[src/rtl/demux_deser_1to32_pkg.sv]
// -----------------------------------------------------------------------------
// demux_deser_1to32_pkg
//   Shared definitions for the 1-to-32 serial-to-parallel demultiplexer:
//   word/select widths, the two-state FSM encoding and helpers that give the
//   first and last bit positions for either bit order.
// -----------------------------------------------------------------------------
package demux_deser_1to32_pkg;

  localparam int WORD_W = 32;
  localparam int SEL_W  = 5;

  typedef logic [WORD_W-1:0] word_t;
  typedef logic [SEL_W-1:0]  sel_t;

  // COLLECT gathers bits, FULL presents a complete word to the consumer.
  typedef enum logic {
    COLLECT = 1'b0,
    FULL    = 1'b1
  } state_e;

  // Position written by the first bit of a word.
  function automatic sel_t start_sel(input bit lsb_first);
    return lsb_first ? sel_t'(0) : sel_t'(WORD_W - 1);
  endfunction

  // Position written by the last bit of a word.
  function automatic sel_t final_sel(input bit lsb_first);
    return lsb_first ? sel_t'(WORD_W - 1) : sel_t'(0);
  endfunction

endpackage : demux_deser_1to32_pkg

[src/rtl/demux_deser_1to32_dec5to32.sv]
// -----------------------------------------------------------------------------
// dec5to32
//   One-hot 5-to-32 decoder with enable. Drives the per-bit write enables of
//   the deserializer word register.
//
//   Ports
//     sel_i  [4:0]   bit position to enable
//     en_i           qualifies the decode; all outputs low when 0
//     dec_o  [31:0]  one-hot (or all-zero) write enables
//
//   GATE_DLY is the gate propagation delay used by gate-level simulation
//   netlists of this cell; the RTL view is zero-delay and only range-checks it.
// -----------------------------------------------------------------------------
module dec5to32
  import demux_deser_1to32_pkg::*;
#(
  parameter int GATE_DLY = 0
) (
  input  logic [SEL_W-1:0]  sel_i,
  input  logic              en_i,
  output logic [WORD_W-1:0] dec_o
);

  if (GATE_DLY < 0) begin : g_bad_gate_dly
    $error("dec5to32: GATE_DLY must be non-negative");
  end

  // NOTE: combinational blocks assign every output a default first and use
  // blocking assignments, so no path leaves a value held and no latch is inferred.
  always_comb begin
    dec_o        = '0;
    dec_o[sel_i] = en_i;
  end

endmodule : dec5to32

[src/rtl/demux_deser_1to32.sv]
// -----------------------------------------------------------------------------
// demux_deser_1to32
//   Serial-to-parallel demultiplexer: accepts one bit per bit transfer
//   (InValid & InReady) and writes it into Out[Select]. After 32 bits the word
//   is presented with OutValid until the consumer takes it (OutValid &
//   OutReady); only then does collection of the next word start.
//
//   Parameters
//     LSB_FIRST  1: first bit lands in Out[0], Select counts 0..31
//                0: first bit lands in Out[31], Select counts 31..0
//     GATE_DLY   gate delay (ps) for gate-level views; forwarded to dec5to32
//
//   Ports
//     Clk        rising-edge clock
//     Resetn     synchronous active-low reset
//     In         serial data bit
//     InValid    In carries a bit this cycle
//     InReady    block accepts a bit this cycle (state COLLECT)
//     Clear      abort the partial word, restart at the start position
//     Out[31:0]  assembled word (unwritten bits read 0 while collecting)
//     OutValid   Out holds a complete word (state FULL)
//     OutReady   consumer takes Out this cycle
//     Select[4:0] position the next accepted bit is written to
// -----------------------------------------------------------------------------
module demux_deser_1to32
  import demux_deser_1to32_pkg::*;
#(
  parameter bit LSB_FIRST = 1'b1,
  parameter int GATE_DLY  = 50
) (
  input  logic              Clk,
  input  logic              Resetn,
  input  logic              In,
  input  logic              InValid,
  output logic              InReady,
  input  logic              Clear,
  output logic [WORD_W-1:0] Out,
  output logic              OutValid,
  input  logic              OutReady,
  output logic [SEL_W-1:0]  Select
);

  localparam sel_t SelStart = start_sel(LSB_FIRST);
  localparam sel_t SelFinal = final_sel(LSB_FIRST);

  state_e state_q, state_d;
  sel_t   sel_q, sel_d;
  word_t  out_q, out_d;
  logic   in_ready_q, in_ready_d;
  logic   out_valid_q, out_valid_d;

  logic   bit_xfer;
  logic   word_xfer;
  word_t  wr_en;

  // Ready/valid are registered copies of the state, so the handshakes can be
  // formed directly from them without decoding state_q.
  assign bit_xfer  = InValid  & in_ready_q;
  assign word_xfer = OutReady & out_valid_q;

  // Only the addressed bit is enabled, and only on an actual bit transfer.
  dec5to32 #(
    .GATE_DLY (GATE_DLY)
  ) u_dec (
    .sel_i (sel_q),
    .en_i  (bit_xfer),
    .dec_o (wr_en)
  );

  always_comb begin
    state_d     = state_q;
    sel_d       = sel_q;
    out_d       = out_q;
    in_ready_d  = in_ready_q;
    out_valid_d = out_valid_q;

    if (Clear) begin
      // Clear outranks any transfer happening on the same edge.
      state_d     = COLLECT;
      sel_d       = SelStart;
      out_d       = '0;
      in_ready_d  = 1'b1;
      out_valid_d = 1'b0;
    end else begin
      unique case (state_q)
        COLLECT: begin
          if (bit_xfer) begin
            out_d = (out_q & ~wr_en) | (wr_en & {WORD_W{In}});
            if (sel_q == SelFinal) begin
              state_d     = FULL;
              in_ready_d  = 1'b0;
              out_valid_d = 1'b1;
            end else if (LSB_FIRST) begin
              sel_d = sel_q + 1'b1;
            end else begin
              sel_d = sel_q - 1'b1;
            end
          end
        end
        FULL: begin
          // Taking the word starts a fresh, all-zero word; there is no
          // same-cycle bypass, so the next bit is accepted one cycle later.
          if (word_xfer) begin
            state_d     = COLLECT;
            sel_d       = SelStart;
            out_d       = '0;
            in_ready_d  = 1'b1;
            out_valid_d = 1'b0;
          end
        end
        default: begin
          state_d     = COLLECT;
          sel_d       = SelStart;
          out_d       = '0;
          in_ready_d  = 1'b1;
          out_valid_d = 1'b0;
        end
      endcase
    end
  end

  // NOTE: Resetn is sampled only at the clock edge (synchronous reset); state
  // registers use non-blocking assignments so all of them update together.
  always_ff @(posedge Clk) begin
    if (!Resetn) begin
      state_q     <= COLLECT;
      sel_q       <= SelStart;
      out_q       <= '0;
      in_ready_q  <= 1'b1;
      out_valid_q <= 1'b0;
    end else begin
      state_q     <= state_d;
      sel_q       <= sel_d;
      out_q       <= out_d;
      in_ready_q  <= in_ready_d;
      out_valid_q <= out_valid_d;
    end
  end

  assign InReady  = in_ready_q;
  assign OutValid = out_valid_q;
  assign Out      = out_q;
  assign Select   = sel_q;

endmodule : demux_deser_1to32

[config.mk]
export PLATFORM = sky130hd
export DESIGN_NAME = demux_deser_1to32
export DESIGN_NICKNAME = d
export VERILOG_FILES = /design/src/rtl/demux_deser_1to32_pkg.sv /design/src/rtl/demux_deser_1to32_dec5to32.sv /design/src/rtl/demux_deser_1to32.sv
export SDC_FILE = /design/constraint.sdc
export NUM_CORES = 1
export LEC_CHECK = 0
export CAP_MARGIN = 0
export CELL_PAD_IN_SITES_DETAIL_PLACEMENT = 1
export CELL_PAD_IN_SITES_GLOBAL_PLACEMENT = 2
export CORE_MARGIN = 2
export CORE_UTILIZATION = 32
export DETAILED_ROUTE_END_ITERATION = 10
export MAX_ROUTING_LAYER = met4
export PLACE_DENSITY = 0.87
export SLEW_MARGIN = 20
export SYNTH_ARGS = -nofsm -noshare
export SYNTH_HDL_FRONTEND = slang
export SYNTH_HIERARCHICAL = 1
export SYNTH_SLANG_ARGS = --single-unit
export TNS_END_PERCENT = 30
[constraint.sdc]
create_clock -name Clk -period 3.33 [get_ports Clk]
set_input_delay 0.4995 -clock Clk [delete_from_list [all_inputs] [get_ports Clk]]
set_output_delay 0.4995 -clock Clk [all_outputs]
set_load 0.01 [all_outputs]
Word-level counts from Yosys, hierarchy flattened
Index checks and enable logic that the tools add are counted.
{ "classes": {"eq_ne": 5, "n_reduce_logical": 5, "n_lt_le_gt_ge": 2, "add_sub_neg": 1, "n_bitwise": 9, "muxes": 21} }
{ "ops": {"columns": ["op", "count"], "rows": [
  ["bitwise AND 32 bit", 3],
  ["2-to-1 mux 32 bit", 2],
  ["case mux 32 bit (2 select lines)", 1],
  ["NOT 32 bit", 1],
  ["bitwise OR 32 bit", 1],
  ["2-to-1 mux 5 bit", 3],
  ["2-to-1 mux 1 bit", 10],
  ["case mux 5 bit (2 select lines)", 1],
  ["less-than comparator 5 x 6 -> 1 bit (second input constant)", 1],
  ["case mux 1 bit (2 select lines)", 3],
  ["AND reduction 3 bit", 2],
  ["adder 5 x 1 -> 5 bit (second input constant)", 1],
  ["demux 1 bit (select 5 bit)", 1],
  ["== test 5 bit (second input constant)", 1],
  [">= comparator 5 x 1 -> 1 bit (second input constant)", 1],
  ["!= test 2 x 1 -> 1 bit (second input constant)", 2],
  ["!= test 2 bit (second input constant)", 2],
  ["bitwise AND 1 bit", 2],
  ["NOT 1 bit", 2],
  ["AND reduction 2 bit", 1],
  ["OR reduction 2 bit", 1],
  ["logical AND 1 bit", 1]
]} }
{ "totals": {"wordCells": 48, "regBits": 40, "in_bits": 6} }

Longest topological paths before layout
Gate-level depths: netlist of the first run.
{ "depth": {"ltp_word": 10, "ltp_mapped": 7} }

Modules after synthesis
Netlist of the first run, hierarchy kept.
{ "modules_own_cells": {"columns": ["module", "seq_area_each_um2", "n_inst", "cells_each", "area_per_inst_um2"], "rows": [
  ["demux_deser_1to32", 800.8, 1, 181, 1803.0],
  ["dec5to32", 0.0, 1, 47, 230.2]
]} }

Least setup slack after synthesis of the first run
OpenSTA, ideal clock, no wires.
{ "synth_timing": {"path_kind": "register -> register", "startpoint": "register sel_q[0] (netlist: Select[0])", "endpoint": "register sel_q[3] (netlist: Select[3])", "path_buffers": 1, "t_required_ps": 3260, "setup_ps": 70, "period_less_slack_ps": 1820, "arrival_ps": 1750, "stages_incl_launch_ff": 8, "slack_ps": 1510, "cell_sequence": "dfxtp_1 ha_1 and3_1 ha_1 nand4bb_1 clkbuf_1 or3_1 a21oi_1"} }
{ "synth_via": {"elab_chain_cells": 4} }
{ "synth_rtl": {"columns": ["element", "line_no", "source"], "rows": [
  ["from (decl)", "demux_deser_1to32.sv:47", "sel_t sel_q, sel_d;"],
  ["from (signal assigned)", "demux_deser_1to32.sv:127", "sel_q <= SelStart;"],
  ["from (signal assigned)", "demux_deser_1to32.sv:133", "sel_q <= sel_d;"],
  ["adder 5 x 1 -> 5 bit", "demux_deser_1to32.sv:94", "sel_d = sel_q + 1'b1;"],
  ["2-to-1 mux 5 bit", "demux_deser_1to32.sv:89", "if (sel_q == SelFinal) begin"],
  ["2-to-1 mux 5 bit", "demux_deser_1to32.sv:87", "if (bit_xfer) begin"],
  ["case mux 5 bit (2 select lines)", "demux_deser_1to32.sv:85", "unique case (state_q)"]
]} }
Several ways; a longest one is shown, not always the timed one. The select of a mux whose other input is x is not followed.
A chain may end at the register's enable or synchronous reset.

Final worst setup path of the first run
{ "layout_timing": {"startpoint": "input port InValid", "endpoint": "register out_q[2] (netlist: Out[2])"} }
{ "layout_via": {"elab_chain_cells": 7} }
{ "layout_rtl": {"columns": ["element", "line_no", "source"], "rows": [
  ["from (decl)", "demux_deser_1to32.sv:34", "input logic InValid,"],
  ["bitwise AND 1 bit *", "demux_deser_1to32.sv:58", "assign bit_xfer = InValid & in_ready_q;"],
  ["via bit_xfer", "demux_deser_1to32.sv:52", "logic bit_xfer;"],
  ["bitwise AND 32 bit (no source line) *", null, null],
  ["via wr_en[2]", "demux_deser_1to32.sv:54", "word_t wr_en;"],
  ["NOT 32 bit", "demux_deser_1to32.sv:88", "out_d = (out_q & ~wr_en) | (wr_en & {WORD_W{In}});"],
  ["bitwise AND 32 bit", "demux_deser_1to32.sv:88", null],
  ["bitwise OR 32 bit *", "demux_deser_1to32.sv:88", null],
  ["2-to-1 mux 32 bit *", "demux_deser_1to32.sv:87", null],
  ["case mux 32 bit (2 select lines) *", "demux_deser_1to32.sv:85", null],
  ["to (signal assigned)", "demux_deser_1to32.sv:134", "out_q <= out_d;"],
  ["to (decl)", "demux_deser_1to32.sv:48", "word_t out_q, out_d;"]
]} }
Mark *: on every way through the listed nets, which the timed path passes. The rest lies on a longest branch. The select of a mux whose other input is x is not followed.

==> flow_summary.ini, run 1 <==
[final_layout]
layout_commonest_cell = clkdlybuf4s50_1
fin_nets = 275
drive_above_1_share_pct = 12.7
final_cell_mix = clkdlybuf4s50_1, dfxtp_1, nor2_1
antenna_cells = 0
n_fill_cell = 738
multi_input_area_um2 = 1020
syn_to_final_growth_pct = 26.9
area.sequential_um2 = 801
utilization_pct = 41.3

[power_and_ir_drop]
leakage_nw = 0.737
switching_share_pct = 24.0
p_clk_share_pct = 38.7
max-vdd-ir-drop_mv = 0.162
p_int_w = 0.000665
power_switching_w = 0.000210
pwr-share-comb_pct = 6.4
seqPwrFrac_pct = 54.9
power_density_nw_per_um2 = 339

[timing]
min_period_ns = 2.18
relSlewSlack_pct = 63.2
worst_slew_pin_slew_ns = 0.551
period_share_pct = 65.4
finalSetupViolCount = 0
hold_viol = 0
max_freq_mhz = 459
slew_viol_final = 0
rsz0062_at_grt = no
tns_ns = 0
finClkSkew_ns = 0.00597

[floorplan]
rows = 29
initial_core_util_pct = 32.6
fp.dieH_um = 83.7
ios = 45
die_x_um = 83.7
core-area_um2 = 6240
dieArea_um2 = 7010

[hold_path]
hold_start = Out[12]$_SDFFE_PP0P_
hold_end = Out[12]$_SDFFE_PP0P_
hp-class = flip-flop to flip-flop
holdPathStages = 2

[detailed_routing]
dr_wl_met3_um = 164
highest_layer = met4
detail_route.wl_per_cell_um = 15.9
drt_iter0_markers = 92
antenna_left = 0
via_per_inst = 5.26
drc = 0
wl_um = 5490
wirelength_met1_um = 2770
first_pass_iters = 4
vias = 1814
wl_met2_um = 2520

[worst_setup_path]
worst-endpoint-arrival_ns = 2.37
r2r-end = Select[3]$_SDFFE_PP0P_
path_class = input port to flip-flop
critPathMaxFanout = 8
r2r-start = Select[0]$_SDFFE_PP0P_
reg2reg_depth = 6
rrSetupSlack_ns = 1.24
required_ns = 3.52
endpoint_kind = flip-flop
startpoint_type = input port

[place]
numPortBuffers = 44
place_hpwl_um = 3740
place_congestion = 0.747

[clock_network]
cts_buffer_depth = 2
cts_tree = done
cts_sinks = 40
cts-htree-levels = 2
post_cts_buffers = 0
ctsResizeCount = 0
ctsHoldBuffers = 0
cts_buffers = 5
cts-root-buf = clkbuf_8
clkTransAtPathRegs_ns = 0.08
clkLatencyLatePin_ns = 0.29

[global_routing]
grt_max_degree = 35
grt_pass1_wl_um = 9320
grt_pass1_vias = 1875
grt_overflow = 0
antenna_found_initial = 0
track_usage_pct = 16.6

[synthesis]
synth_nets = 236
ys_types = 31
yosys_warnings = 6
yosys-top-cells-area = dfxtp_1, a221oi_2, o21ai_0
synthesis.area_um2 = 2030
synth_cells = 228
avgSynthCellArea_um2 = 8.92
yosysTopAreaCellShare_pct = 39.4
synth-seq-area-share_pct = 39.4
synth_top_area_cell = dfxtp_1
ys_ff_latch = 40

[status]
status = completed

[job]
maxCapViolations = 0
==> through the flow <==
stage                     worst slack, ns  area (µm²)  std cells  hold slack, ns  total power (W)
after floorplan                      1.51        2030        228           0.470         0.000534
after global placement              0.923        2490        337           0.462         0.000548
after detailed placement            0.870        2490        337           0.464         0.000548
after CTS                            1.16        2580        345           0.478         0.000890
after global routing                0.918        2580        345           0.489         0.000907
final                                1.15        2580        345           0.472         0.000875
==> cell type report <==
cell class	count	share of cell area, %
inverter	26	3.78
clock buffer	8	3.49
tap	77	3.73
sequential	40	31.0
multi-input combinational	145	39.4
timing repair buffer	49	18.5
==> power by group through the flow <==
stage	Combinational [W]	Sequential [W]	Clock [W]
3_3_place_gp	0.0000555	0.000492	0
2_1_floorplan	0.0000416	0.000492	0
5_1_grt	0.0000613	0.000481	0.000365
6_report	0.0000561	0.000481	0.000338
3_5_place_dp	0.0000561	0.000492	0
4_1_cts	0.0000563	0.000481	0.000352
==> sequential cells by signal, summed over array words and instances, names as in the netlist <==
name,flops
OutValid,1
Out,32
state_q,1
InReady,1
Select,5
==> metal layers <==
layer | vias up | GRT usage [%]
met5 | - | -
met4 | 0 | 3.96
met3 | 4 | 2.57
met2 | 39 | 26.5
met1 | 877 | 22.1
li1 | 894 | -
==> synthesized netlist by cell type <==
master,number
nand3_1,4
a21o_1,1
clkbuf_1,8
and3b_1,1
or3_1,2
buf_12,2
dfxtp_1,40
buf_2,3
ha_1,2
or2_2,1
inv_1,26
nand4bb_1,4
nand2b_1,3
nand2_1,15
o31ai_1,1
nor2b_1,1
and2_1,1
nor2_1,33
and3_1,3
nand4_1,2
a32o_1,7
buf_6,2
nor2b_4,1
nand4b_1,3
a21oi_1,6
a221oi_2,20
or4b_1,1
clkbuf_2,2
and4bb_2,1
a221oi_1,5
o21ai_0,27
==> worst max-delay path, cell delays in order <==
cell,delay (ns)
clkdlybuf4s50_1,0.52
and2_1,0.30
or4b_1,0.55
nor2_1,0.16
o21ai_0,0.10
a221oi_1,0.25
==> logic make-up (layout without fill, tap and decap cells) <==
logic type / after synthesis / count (layout) / synth area share [%]
AND/OR/NAND/NOR: 76 / 76 / 19.6
AO/OA/AOI/OAI: 67 / 67 / 29.2
buffers and inverters: 43 / 83 / 10.6
flip-flops: 40 / 40 / 39.4
adder cells (fa/ha/maj): 2 / 2 / 1.23
==> how the worst max path moves through the flow <==
stage                            from                      to  slack, ns  cells past startpoint
3_3_place_gp                  InValid     Out[1]$_SDFFE_PP0P_       0.92                      6
6_report                      InValid     Out[2]$_SDFFE_PP0P_       1.15                      6
5_1_grt                       InValid     Out[2]$_SDFFE_PP0P_       0.92                      6
2_1_floorplan  Select[0]$_SDFFE_PP0P_  Select[3]$_SDFFE_PP0P_       1.51                      7
3_5_place_dp                  InValid     Out[2]$_SDFFE_PP0P_       0.87                      6
4_1_cts                       InValid     Out[2]$_SDFFE_PP0P_       1.16                      6
(Power assumes the default switching activity.)
==> run 2: changes to the inputs <==
Settings changed: CORE_UTILIZATION 32 to 30, PLACE_DENSITY 0.87 to 0.82.
Clock period 3.33 ns to 2.2 ns, I/O delays scaled along.
==> run 2 against run 1 <==
Register-to-register slack got worse by 0.96 ns. Sequential share of layout area is 0.93 points lower. Largest cell class unchanged. Highest routed layer unchanged. Critical path depth unchanged.
==> flow_summary.ini, run 2 (synthesized netlist as in run 1, its figures left out) <==
[worst_setup_path]
critPathMaxFanout = 8
startpoint_type = flip-flop
endpoint_kind = flip-flop
reg2reg_depth = 6
cpLargestDelayFamily = simple AND/OR/NAND/NOR gates
required_ns = 2.43
path_cells = ha_1 > and3_1 > ha_1 > nand4bb_1 > or3_1 > a21oi_1
cpMostUsedCell = ha_1
worst-endpoint-arrival_ns = 2.15
slowest_stage = or3_1
critical_path_depth = 6
path_buf_inv = 0
path_class = flip-flop to flip-flop
critical_path.max_stage_delay_ns = 0.41

[detailed_routing]
via_per_inst = 5.19
antenna_left = 0
wl_met2_um = 2560
wl_um = 5550
highest_layer = met4
dr_wl_met3_um = 182
drc = 0
detail_route.wl_per_cell_um = 15.8
drt_iter0_markers = 122
first_pass_iters = 4
vias = 1828
wirelength_met1_um = 2740

[final_layout]
stdcell_count = 352
largest_register_ffs = 32
multi_input_area_um2 = 1020
fin_nets = 279
layout_commonest_cell = clkdlybuf4s50_1
antenna_cells = 0
syn_to_final_growth_pct = 30.8
drive_above_1_share_pct = 14.7
final_cell_mix = clkdlybuf4s50_1, dfxtp_1, nor2_1
area.sequential_um2 = 801
stdcell_area_um2 = 2660
n_fill_cell = 802

[timing]
max_freq_mhz = 522
period_share_pct = 87.1
slew_viol_final = 0
finClkSkew_ns = 0.00549
min_period_ns = 1.92
hold_viol = 0
worst_slew_pin_slew_ns = 0.477
finalSetupViolCount = 0
rsz0062_at_grt = no
relSlewSlack_pct = 68.1
setup_slack_ns = 0.284
tns_ns = 0

[power_and_ir_drop]
power_density_nw_per_um2 = 539
max-vdd-ir-drop_mv = 0.342
leakage_nw = 0.776

[floorplan]
core-area_um2 = 6680
rows = 30
ios = 45
die_x_um = 86.3
fp.dieH_um = 86.3
dieArea_um2 = 7450
initial_core_util_pct = 30.4

[place]
place_inst = 344
place_congestion = 0.742
place_area_um2 = 2550
dpl_worst_slack_ns = 0.0435
place_hpwl_um = 3830
numPortBuffers = 44

[clock_network]
clkLatencyLatePin_ns = 0.30
cts_sinks = 40
cts-root-buf = clkbuf_8
ctsHoldBuffers = 0
cts_tree = done
cts_buffers = 5
ctsResizeCount = 0
clkTransAtPathRegs_ns = 0.08
cts_buffer_depth = 2
cts-htree-levels = 2
post_cts_buffers = 0

[status]
status = completed

[global_routing]
track_usage_pct = 16.4
grt_max_degree = 28
antenna_found_initial = 0
grt_pass1_wl_um = 9430
grt_pass1_vias = 1883
grt_overflow = 0

[hold_path]
holdPathStages = 2
hp-class = flip-flop to flip-flop

[job]
maxCapViolations = 0
-- run 2: cell types whose count changed in the layout (fill, tap and decap cells not counted) --
cell	delta
buf_12	+2
buf_4	+2
bufinv_16	+1
clkbuf_1	-2
clkbuf_8	-1
clkinv_2	+1
clkinvlp_4	+1
-- run 2: per-layer routing --
metal  vias up  global-route usage (%)
met3         5                    2.86
met5         -                       -
met2        38                    25.9
met1       888                    21.6
li1        897                       -
met4         0                    4.69
-- run 2: where the power goes --
group          internal, W  switching (W)
Sequential        0.000725     0.00000150
Combinational    0.0000340      0.0000618
Clock             0.000336       0.000275
-- run 2: layout make-up --
cell class | instances | share of cell area [%]
multi-input combinational | 145 | 38.2
sequential | 40 | 30.1
timing repair buffer | 53 | 20.0
tap | 80 | 3.76
inverter | 26 | 3.67
clock buffer | 5 | 2.59
clock inverter | 3 | 1.60
-- run 2: stage by stage --
stage	utilization [%]	total power, W	hold slack (ns)
2_1_floorplan	-	0.000808	0.470
3_3_place_gp	38.1	0.000840	0.461
3_5_place_dp	38.1	0.000841	0.465
4_1_cts	39.8	0.00146	0.480
5_1_grt	39.8	0.00149	0.490
6_report	39.8	0.00143	0.471
-- run 2: worst min-delay path, cell delays in order, from the launching register on --
cell      delay, ns
dfxtp_1        0.31
inv_1          0.05
a221oi_1       0.06
-- run 2: path summary, 6_finish.rpt --
check                          from                      to  slack, ns
max          Select[1]$_SDFFE_PP0P_  Select[3]$_SDFFE_PP0P_       0.28
min             Out[6]$_SDFFE_PP0P_     Out[6]$_SDFFE_PP0P_       0.47
max reg2reg  Select[1]$_SDFFE_PP0P_  Select[3]$_SDFFE_PP0P_       0.28
min reg2reg     Out[6]$_SDFFE_PP0P_     Out[6]$_SDFFE_PP0P_       0.47
==> run 3: changes to the inputs <==
Settings changed: CORE_UTILIZATION 30 to 28, CTS_BUF_LIST set to sky130_fd_sc_hd__clkbuf_4 sky130_fd_sc_hd__clkbuf_8, PLACE_DENSITY 0.82 to 0.81.
Clock period 2.2 ns to 1.53 ns, I/O delays scaled along.
==> run 3 against run 2 <==
The flow now finishes with violations (negative setup slack). Wire length up 12%. Fmax increased by 17%. Clock skew grew 0.0029 ns. Combinational power grew 80%. Core utilization is 4.9 points higher. Global-route usage grew 0.65 points. First-iteration DRC count is 39% lower. Final area is 20% higher. Count of clock-buffer cells in the layout grew 2. Largest cell class unchanged. Register-to-register slack got worse by 0.39 ns. Setup slack got worse by 0.39 ns. Clock power increased by 58%.
==> flow_summary.ini, run 3 (synthesized netlist as in run 1, its figures left out) <==
[final_layout]
largest_register_ffs = 32
stdcell_area_um2 = 3190
antenna_cells = 0
final_cell_mix = buf_4, clkdlybuf4s50_1, dfxtp_1
fin_nets = 323
syn_to_final_growth_pct = 57.1
layout_commonest_cell = buf_4
utilization_pct = 44.8
drive_above_1_share_pct = 36.4

[clock_network]
cts-root-buf = clkbuf_8
ctsHoldBuffers = 0
clkTransAtPathRegs_ns = 0.08
cts_buffers = 5
cts_buffer_depth = 2
cts_sinks = 40
cts_tree = done
cts-htree-levels = 2
clkLatencyLatePin_ns = 0.30

[global_routing]
grt_overflow = 0
antenna_found_initial = 0
grt_pass1_vias = 2080
grt_max_degree = 29
track_usage_pct = 17.0
grt_pass1_wl_um = 10200

[timing]
min_period_ns = 1.64
tns_ns = -0.186
period_share_pct = 107
hold_viol = 0
max_freq_mhz = 611
finClkSkew_ns = 0.00838
whs_ns = 0.475
worst_slew_pin_slew_ns = 0.278
setup_slack_ns = -0.106
relSlewSlack_pct = 81.4
rsz0062_at_grt = yes
slew_viol_final = 0
finalSetupViolCount = 2

[place]
numPortBuffers = 44
place_congestion = 0.780
place_hpwl_um = 4340
place_area_um2 = 2930

[worst_setup_path]
critPathMaxFanout = 5
worst-endpoint-arrival_ns = 1.86
required_ns = 1.75
path_class = flip-flop to flip-flop
endpoint_kind = flip-flop
startpoint_type = flip-flop
rrSetupSlack_ns = -0.11

[floorplan]
initial_core_util_pct = 28.5
core-area_um2 = 7140
fp.dieH_um = 89.2
ios = 45
die_x_um = 89.2
rows = 31
dieArea_um2 = 7960

[hold_path]
hp-class = flip-flop to flip-flop

[power_and_ir_drop]
switching_share_pct = 22.7
power_density_nw_per_um2 = 682
p_int_w = 0.00169
max-vdd-ir-drop_mv = 0.255
leakage_nw = 1.05
seqPwrFrac_pct = 47.8
p_clk_share_pct = 44.3
pwr-share-comb_pct = 7.9
power_switching_w = 0.000494

[detailed_routing]
antenna_left = 0
wl_um = 6200
vias = 2047
drt_iter0_markers = 74
detail_route.wl_per_cell_um = 14.9
via_per_inst = 4.93
first_pass_iters = 4
drc = 0

[status]
failed_checks = negative setup slack
status = finished, violations left

[job]
maxCapViolations = 0
run 3: cell types whose count changed in the layout (fill, tap and decap cells not counted), moves of 5 or more:
cell and delta:
dlygate4sd2_1 +7, buf_4 +42, nor2_1 -9, clkdlybuf4s50_1 -7
dfxtp_2 +5, nor2_2 +6, dfxtp_1 -7
run 3: what timing repair did:
item                       in CTS  in global routing
setup endpoints to repair      27                 36
buffers inserted                1                  2
resized for setup              23                 19
pin swaps                       2                  6
run 3: final timing paths:
path	start	to	cells past startpoint
worst max-delay path	Select[1]$_SDFFE_PP0P_	Select[2]$_SDFFE_PP0P_	6
worst min-delay path	Out[16]$_SDFFE_PP0P_	Out[16]$_SDFFE_PP0P_	2
worst max register to register	Select[1]$_SDFFE_PP0P_	Select[2]$_SDFFE_PP0P_	6
worst min register to register	Out[16]$_SDFFE_PP0P_	Out[16]$_SDFFE_PP0P_	2
run 3: area by class of cell:
class | instances | area [µm²]
clock buffers | 7 | 96.3
clock inverters | 1 | 30.0
fillers | 865 | 3940
inverters | 26 | 97.6
multi-input cells | 145 | 1160
flip-flops and latches | 40 | 815
well taps | 99 | 124
repair buffers | 97 | 871
run 3: power groups by stage:
stage	Sequential (W)	Clock [W]	Combinational [W]
after global routing	0.00104	0.00103	0.000187
after global placement	0.00107	0	0.000157
after floorplan	0.00107	0	0.0000924
after CTS	0.00104	0.000990	0.000168
final	0.00104	0.000966	0.000172
after detailed placement	0.00107	0	0.000161
run 3: critical path, cell delays in order, from the launching register on:
cell	delay, ns
dfxtp_4	0.36
ha_4	0.16
and3_4	0.18
ha_4	0.16
nand4bb_4	0.22
or3_1	0.36
a21oi_1	0.14
run 3: stage by stage:
step / std cells / power [W] / setup slack [ns]
after CTS: 413 / 0.00220 / -0.0881
after global placement: 404 / 0.00122 / -0.432
final: 415 / 0.00218 / -0.106
after global routing: 415 / 0.00226 / -0.151
after floorplan: 228 / 0.00116 / -0.0760
after detailed placement: 404 / 0.00123 / -0.485
run 3: layer usage:
metal	track usage [%]	up-vias	routed length, µm
li1	-	992	-
met1	20.1	1012	2840
met2	29.6	37	3120
met3	3.32	6	175
met4	4.61	0	70
met5	-	-	0
